## src/rtl/fetch_stage_pkg.sv

```systemverilog
// Shared definitions for the instruction-fetch stage: FSM encodings, NOP word,
// and PC alignment helper.
package fetch_stage_pkg;

  typedef enum logic [1:0] {
    FS_IDLE = 2'd0,
    FS_REQ  = 2'd1,
    FS_HOLD = 2'd2
  } fetch_state_t;

  // sll r0,r0,0
  localparam logic [31:0] NOP_WORD      = 32'h0000_0000;
  localparam logic [31:0] PC_ALIGN_MASK = 32'hFFFF_FFFC;

  function automatic logic [31:0] align_pc(input logic [31:0] addr);
    return addr & PC_ALIGN_MASK;
  endfunction

endpackage

```

## src/rtl/fetch_stage_if.sv

```systemverilog
// Instruction-memory request/acknowledge bus between fetch_stage (master)
// and the instruction memory (slave).
interface fetch_stage_if;
  logic        req;
  logic [31:0] addr;
  logic        ack;
  logic [31:0] rdata;

  modport master (output req, output addr, input ack, input rdata);
  modport slave  (input req, input addr, output ack, output rdata);
endinterface

```

## src/rtl/fetch_stage_hold_buf.sv

```systemverilog
// Single-entry buffer that parks a fetched word and its PC while the
// pipeline is paused; clear takes priority over load.
module fetch_hold_buf (
  input  logic        clock,
  input  logic        rst_n,
  input  logic        load,
  input  logic        clear,
  input  logic [31:0] load_word,
  input  logic [31:0] load_pc,
  output logic [31:0] word,
  output logic [31:0] word_pc,
  output logic        valid
);

  logic [31:0] word_reg;
  logic [31:0] word_pc_reg;
  logic        valid_reg;

  always_ff @(posedge clock or negedge rst_n) begin
    if (!rst_n) begin
      word_reg    <= '0;
      word_pc_reg <= '0;
      valid_reg   <= 1'b0;
    end else if (clear) begin
      valid_reg   <= 1'b0;
    end else if (load) begin
      word_reg    <= load_word;
      word_pc_reg <= load_pc;
      valid_reg   <= 1'b1;
    end
  end

  assign word    = word_reg;
  assign word_pc = word_pc_reg;
  assign valid   = valid_reg;

endmodule

```

## src/rtl/fetch_stage.sv

```systemverilog
// Instruction-fetch stage: owns the fetch PC, runs the imem handshake and
// loads the IF/ID register, absorbing wait states, pause and redirects.
module fetch_stage
  import fetch_stage_pkg::*;
#(
  parameter logic [31:0] RESET_PC = 32'h0000_0000,
  parameter logic [31:0] NOP_INS  = NOP_WORD
) (
  input  logic          clock,
  input  logic          rst_n,
  input  logic [31:0]   pc_next,
  input  logic          pause,
  input  logic          flush,
  output logic [31:0]   pc,
  output logic [31:0]   ins_o,
  output logic [31:0]   ins_pc,
  output logic          ins_valid,
  output logic          fetch_stall,
  fetch_stage_if.master imem
);

  fetch_state_t state_reg, state_next;
  logic [31:0]  fetch_pc_reg, fetch_pc_next;
  logic [31:0]  redir_pc_reg, redir_pc_next;
  logic         redir_pend_reg, redir_pend_next;
  logic [31:0]  ins_reg, ins_next;
  logic [31:0]  ins_pc_reg, ins_pc_next;
  logic         ins_valid_reg, ins_valid_next;
  logic         req_reg;
  logic         hold_load, hold_clear;
  logic [31:0]  hold_word, hold_pc;
  logic         hold_valid;
  logic [31:0]  target;

  fetch_hold_buf u_hold (
    .clock     (clock),
    .rst_n     (rst_n),
    .load      (hold_load),
    .clear     (hold_clear),
    .load_word (imem.rdata),
    .load_pc   (fetch_pc_reg),
    .word      (hold_word),
    .word_pc   (hold_pc),
    .valid     (hold_valid)
  );

  assign target = align_pc(pc_next);

  always_comb begin
    state_next      = state_reg;
    fetch_pc_next   = fetch_pc_reg;
    redir_pc_next   = redir_pc_reg;
    redir_pend_next = redir_pend_reg;
    ins_next        = ins_reg;
    ins_pc_next     = ins_pc_reg;
    ins_valid_next  = ins_valid_reg;
    hold_load       = 1'b0;
    hold_clear      = 1'b0;
    case (state_reg)
      FS_IDLE: state_next = FS_REQ;
      FS_REQ: begin
        if (flush) begin
          ins_next       = NOP_INS;
          ins_valid_next = 1'b0;
          hold_clear     = 1'b1;
          if (imem.ack) begin
            fetch_pc_next   = target;
            redir_pend_next = 1'b0;
          end else begin
            // Request still in flight: remember the target until its ack.
            redir_pc_next   = target;
            redir_pend_next = 1'b1;
          end
        end else if (imem.ack) begin
          if (redir_pend_reg) begin
            fetch_pc_next   = redir_pc_reg;
            redir_pend_next = 1'b0;
          end else if (!pause) begin
            ins_next       = imem.rdata;
            ins_pc_next    = fetch_pc_reg;
            ins_valid_next = 1'b1;
            fetch_pc_next  = target;
          end else begin
            hold_load  = 1'b1;
            state_next = FS_HOLD;
          end
        end
      end
      FS_HOLD: begin
        if (flush) begin
          ins_next       = NOP_INS;
          ins_valid_next = 1'b0;
          hold_clear     = 1'b1;
          fetch_pc_next  = target;
          state_next     = FS_REQ;
        end else if (!pause) begin
          ins_next       = hold_word;
          ins_pc_next    = hold_pc;
          ins_valid_next = hold_valid;
          hold_clear     = 1'b1;
          fetch_pc_next  = target;
          state_next     = FS_REQ;
        end
      end
      default: state_next = FS_IDLE;
    endcase
  end

  always_ff @(posedge clock or negedge rst_n) begin
    if (!rst_n) begin
      state_reg      <= FS_IDLE;
      fetch_pc_reg   <= RESET_PC;
      redir_pc_reg   <= RESET_PC;
      redir_pend_reg <= 1'b0;
      ins_reg        <= NOP_INS;
      ins_pc_reg     <= RESET_PC;
      ins_valid_reg  <= 1'b0;
      req_reg        <= 1'b0;
    end else begin
      state_reg      <= state_next;
      fetch_pc_reg   <= fetch_pc_next;
      redir_pc_reg   <= redir_pc_next;
      redir_pend_reg <= redir_pend_next;
      ins_reg        <= ins_next;
      ins_pc_reg     <= ins_pc_next;
      ins_valid_reg  <= ins_valid_next;
      req_reg        <= (state_next == FS_REQ);
    end
  end

  assign fetch_stall = (state_reg == FS_IDLE)
                     | ((state_reg == FS_REQ) & ~imem.ack)
                     | ((state_reg == FS_REQ) & redir_pend_reg);

  assign pc        = fetch_pc_reg;
  assign imem.req  = req_reg;
  assign imem.addr = fetch_pc_reg;
  assign ins_o     = ins_reg;
  assign ins_pc    = ins_pc_reg;
  assign ins_valid = ins_valid_reg;

endmodule

```

## src/flat_wrapper.sv

```systemverilog
// flat-port wrapper written by rule: the top's interface ports become plain ports
module fetch_stage_flat import fetch_stage_pkg::*;
#(
  parameter logic [31:0] RESET_PC = 32'h0000_0000,
  parameter logic [31:0] NOP_INS  = NOP_WORD
)
  (clock, rst_n, pc_next, pause, flush, pc, ins_o, ins_pc, ins_valid, fetch_stall, imem_req, imem_addr, imem_ack, imem_rdata);
  fetch_stage_if imem_i ();
  input  logic clock;
  input  logic rst_n;
  input  logic [31:0] pc_next;
  input  logic pause;
  input  logic flush;
  output logic [31:0] pc;
  output logic [31:0] ins_o;
  output logic [31:0] ins_pc;
  output logic ins_valid;
  output logic fetch_stall;
  output wire logic [$bits(imem_i.req)-1:0] imem_req;
  output wire logic [$bits(imem_i.addr)-1:0] imem_addr;
  input wire logic [$bits(imem_i.ack)-1:0] imem_ack;
  input wire logic [$bits(imem_i.rdata)-1:0] imem_rdata;
  assign imem_req = imem_i.req;
  assign imem_addr = imem_i.addr;
  assign imem_i.ack = imem_ack;
  assign imem_i.rdata = imem_rdata;
  fetch_stage #(.RESET_PC(RESET_PC), .NOP_INS(NOP_INS)) u_core (.clock(clock), .rst_n(rst_n), .pc_next(pc_next), .pause(pause), .flush(flush), .pc(pc), .ins_o(ins_o), .ins_pc(ins_pc), .ins_valid(ins_valid), .fetch_stall(fetch_stall), .imem(imem_i));
endmodule
```

## config.mk

```make
export PLATFORM = sky130hd
export DESIGN_NAME = fetch_stage_flat
export DESIGN_NICKNAME = d
export VERILOG_FILES = /design/src/rtl/fetch_stage_pkg.sv /design/src/rtl/fetch_stage_if.sv /design/src/rtl/fetch_stage_hold_buf.sv /design/src/rtl/fetch_stage.sv /design/src/flat_wrapper.sv
export SDC_FILE = /design/constraint.sdc
export NUM_CORES = 1
export LEC_CHECK = 0
export CAP_MARGIN = 20
export CORE_MARGIN = 3
export CORE_UTILIZATION = 45
export DETAILED_ROUTE_END_ITERATION = 7
export GPL_ROUTABILITY_DRIVEN = 1
export PLACE_DENSITY = 0.73
export SLEW_MARGIN = 20
export SYNTH_ARGS = -nofsm -noshare
export SYNTH_HDL_FRONTEND = slang
export SYNTH_SLANG_ARGS = --single-unit
```

## constraint.sdc

```tcl
create_clock -name clock -period 2.5 [get_ports clock]
set_input_delay 0.25 -clock clock [delete_from_list [all_inputs] [get_ports clock]]
set_output_delay 0.25 -clock clock [all_outputs]
set_load 0.01 [all_outputs]
```

==> summary.md <==
| Metric | Value |
|---|---|
| Status | `complete, no violations` |
| FMAX | `448 MHz` |
| Final estimated routing congestion in global placement | `0.777` |
| Crit path largest cell delay | `600 ps` |
| Fraction of post-synthesis cell area in the top cell type by area | `between 50% and 60%` |
| Most used flip-flop cell after synthesis | `sky130_fd_sc_hd__dfrtp_1` |
| P_leak | `0.00501 uW` |
| Via count of the routed design | `5816` |
| Skew-Pair Late Insertion Delay | `approximately 430 ps` |
| Number of enable flip-flop cells after synthesis | `0` |
| Minimum clock period after layout | `between 2000 and 2500 ps` |
| Arrival @ worst endpoint | `1980 ps` |
| Detailed Route Iter0 Violations | `203` |
| Number of hold violations in the final report | `0` |
| RSZ-0062 raised after global routing | `false` |
| Count of boundary I/O pins | `200` |
| Final HPWL from detailed placement | `around 13000 um` |
| Standard cell core area | `approximately 19000 um^2` |
| Detailed-routing iteration count for the pre-antenna-repair pass | `4` |
| Setup bufs post-CTS | `0` |
| # Max-Cap Violations | `0` |
| Via density | `5.42` |
| Netlist area before placement | `roughly 8600 um^2` |
| Top area cells in the synthesized netlist | `sky130_fd_sc_hd__dfrtp_1, sky130_fd_sc_hd__mux2_2, sky130_fd_sc_hd__mux2i_1` |
| Most frequent cells in the layout | `sky130_fd_sc_hd__dfrtp_1, sky130_fd_sc_hd__clkdlybuf4s50_1, sky130_fd_sc_hd__nand2_1` |
| Critical Path Sink | `fetch_stall` |
| CP Data Required Time | `2250 ps` |
| Vias in the first global route | `6264` |
| Die boundary height | `145 um` |
| Master cell of the clock root buffer | `sky130_fd_sc_hd__clkbuf_16` |
| Largest net degree at the start of global routing | `68` |
| Depth of the most critical reg-to-reg path | `7` |
| Biggest fanout along the worst timing path | `6` |
| Area leader, netlist | `sky130_fd_sc_hd__dfrtp_1` |
| Final worst slack | `269 ps` |
| Worst reg-to-reg setup slack | `330 ps` |
| Final wirelength | `20100 um` |
| Reg2reg start | `u_core.state_reg[0]$_DFF_PN0_` |
| Synthesis-to-layout area growth | `30.5%` |
| Die X-Extent | `145 um` |
| Number of antenna violations at the first check in global routing | `0` |
| Total Negative Setup Slacks | `0 ps` |
| Ant. Diodes | `0` |
| Count of clock tree sinks | `between 150 and 200` |
| Worst setup slack after placement | `260 ps` |
| Period Utilization, post-route | `89.2%` |
| Distinct cell type count of the synthesized netlist | `39` |
| Classification of the worst-slack hold path | `in -> async` |
| End-of-flow core utilization | `60.0%` |
| Synthesized netlist net count | `approximately 740` |
| Cells along the critical path | `inv_1 -> ha_1 -> inv_2 -> o21bai_1 -> clkdlybuf4s50_1` |
| Crit path max-delay family | `buffers and inverters` |
| Pwr/cell area | `1220 nW/um^2` |
| Worst Clk Skew | `11.4 ps` |
| Post-synthesis cell count | `671` |
| Clock input transition at the sequential cells of the worst setup and hold paths | `70 ps` |
| Initial cell density of the core | `46.0%` |
| Clock tree from TritonCTS | `done` |
| Cell Rows | `50` |
| Actual transition at the worst max-transition pin | `600 ps` |
| Post-layout nets | `899` |
| Remaining number of nets flagged by the antenna check after routing | `0` |
| Maximum VDD drop | `596 uV` |
| Sequential area share after synthesis | `56.8%` |
| Number of inserted filler cells in the final layout | `~1.5k` |
| Worst-case clock buffer depth | `2` |
| Number of port buffers | `197` |
| Most frequent standard cell in the layout excluding fill and tap cells | `sky130_fd_sc_hd__dfrtp_1` |
| Mean instance size in the synthesized netlist | `12.9 um^2` |
| Sort of element at the start of the critical path | `flip-flop` |
| Number of buffer and inverter stages on the critical path | `3` |
| Hold bufs inserted after CTS | `1` |
| Remaining global-route overflow | `0` |
| Post-DR wirelength/cell | `18.8 um` |
| Share of layout cells above drive strength 1 | `18.4%` |
| Crit path kind | `reg -> out` |
| Number of setup violations in the final report | `0` |
| Max stage delay cell, worst path | `sky130_fd_sc_hd__clkdlybuf4s50_1` |
| Number of flip-flops and latches in the synthesized netlist | `196` |
| Category of the worst setup path capture point | `output port` |
| R2r endpoint | `u_core.imem.addr[22]$_DFFE_PN0P_` |
| Ys async rst share | `100%` |
| Final Max Tran Viols | `0` |
| Final routed DRC violation total | `0` |
| Cell depth of the worst setup path | `5` |
| Wire length of the first global-routing pass | `32700 um` |
| CTS H-tree depth | `4` |
| Post-CTS sizing | `0` |
| Number of warning messages in the yosys log | `0` |
| Beginning of the critical path | `u_core.state_reg[1]$_DFF_PN0_` |
| Hold Slack | `386 ps` |
| Max-slew headroom | `60.0%` |
| Overall die area | `20900 um^2` |
| CTS Buf Count | `17` |
| Aggregate global-route resource usage | `19.9%` |
## area by class of cell
type	instances	area (um^2)	share of cell area [%]
multi-input cells	390	3280	29.1
clock buffers	19	453	4.02
clock inverters	13	114	1.01
repair buffers	215	2200	19.5
well taps	234	293	2.60
inverters	6	22.5	0.200
flip-flops and latches	196	4900	43.5
## logic make-up (layout without fill, tap and decap cells)
family | after synthesis | in the layout | share of synthesized area [%]
fa+ha+maj | 4 | 4 | 0.580
simple gates | 87 | 87 | 4.36
flops | 196 | 196 | 56.8
compound gates | 141 | 141 | 11.6
buf+inv | 85 | 253 | 5.80
mux | 158 | 158 | 20.9
## worst reg2reg max path, stage by stage, from the launching register on
cell	delay (ps)
sky130_fd_sc_hd__dfrtp_1	430
sky130_fd_sc_hd__inv_1	120
sky130_fd_sc_hd__ha_4	250
sky130_fd_sc_hd__nor2b_1	350
sky130_fd_sc_hd__nor4b_2	270
sky130_fd_sc_hd__buf_4	400
sky130_fd_sc_hd__a22o_1	220
sky130_fd_sc_hd__a21o_1	80
## metrics by stage
| step | instances | area [um^2] | total power [uW] |
|---|---|---|---|
| 2_1_floorplan | 671 | 8630 | 8670 |
| 3_3_place_gp | 1040 | 10700 | 10900 |
| 3_5_place_dp | 1040 | 10700 | 11200 |
| 4_1_cts | 1073 | 11300 | 13900 |
| 5_1_grt | 1073 | 11300 | 14600 |
| 6_report | 1073 | 11300 | 13700 |
## per-layer routing
metal,wire (um),global-route usage [%]
met1,8950,26.6
met2,9710,32.7
met3,1250,4.89
met4,223,5.06
met5,0,0
## cells in the mapped netlist, drive strengths merged (2+ instances only)
master and instances:
nor2 3, and2b 2, nand2 70, mux2i 64
o21a 2, clkbuf 19, nor2b 3, inv 6
a21o 29, mux2 94, o21ai 35, buf 60
o31ai 33, and2 2, o311ai 2, ha 4
a22o 29, a21oi 4, dfrtp 196
## power by group
part           switching, uW  internal [uW]
logic                   2430           3150
clock network           1270           1360
registers                942           4540
total                   4650           9050
## how the worst min path moves through the flow
stage               start  cells past startpoint  slack (ps)                               to
global placement    rst_n                      1         300     u_core.ins_o[19]$_DFFE_PN0P_
floorplan           rst_n                      0         -50  u_core.imem.addr[0]$_DFFE_PN0P_
finish              rst_n                      2         390     u_core.ins_o[18]$_DFFE_PN0P_
global route        flush                      4         380    u_core.state_reg[0]$_DFF_PN0_
detailed placement  rst_n                      1         300     u_core.ins_o[18]$_DFFE_PN0P_
CTS                 flush                      4         360    u_core.state_reg[0]$_DFF_PN0_
Power figures use the tool's default switching activity.
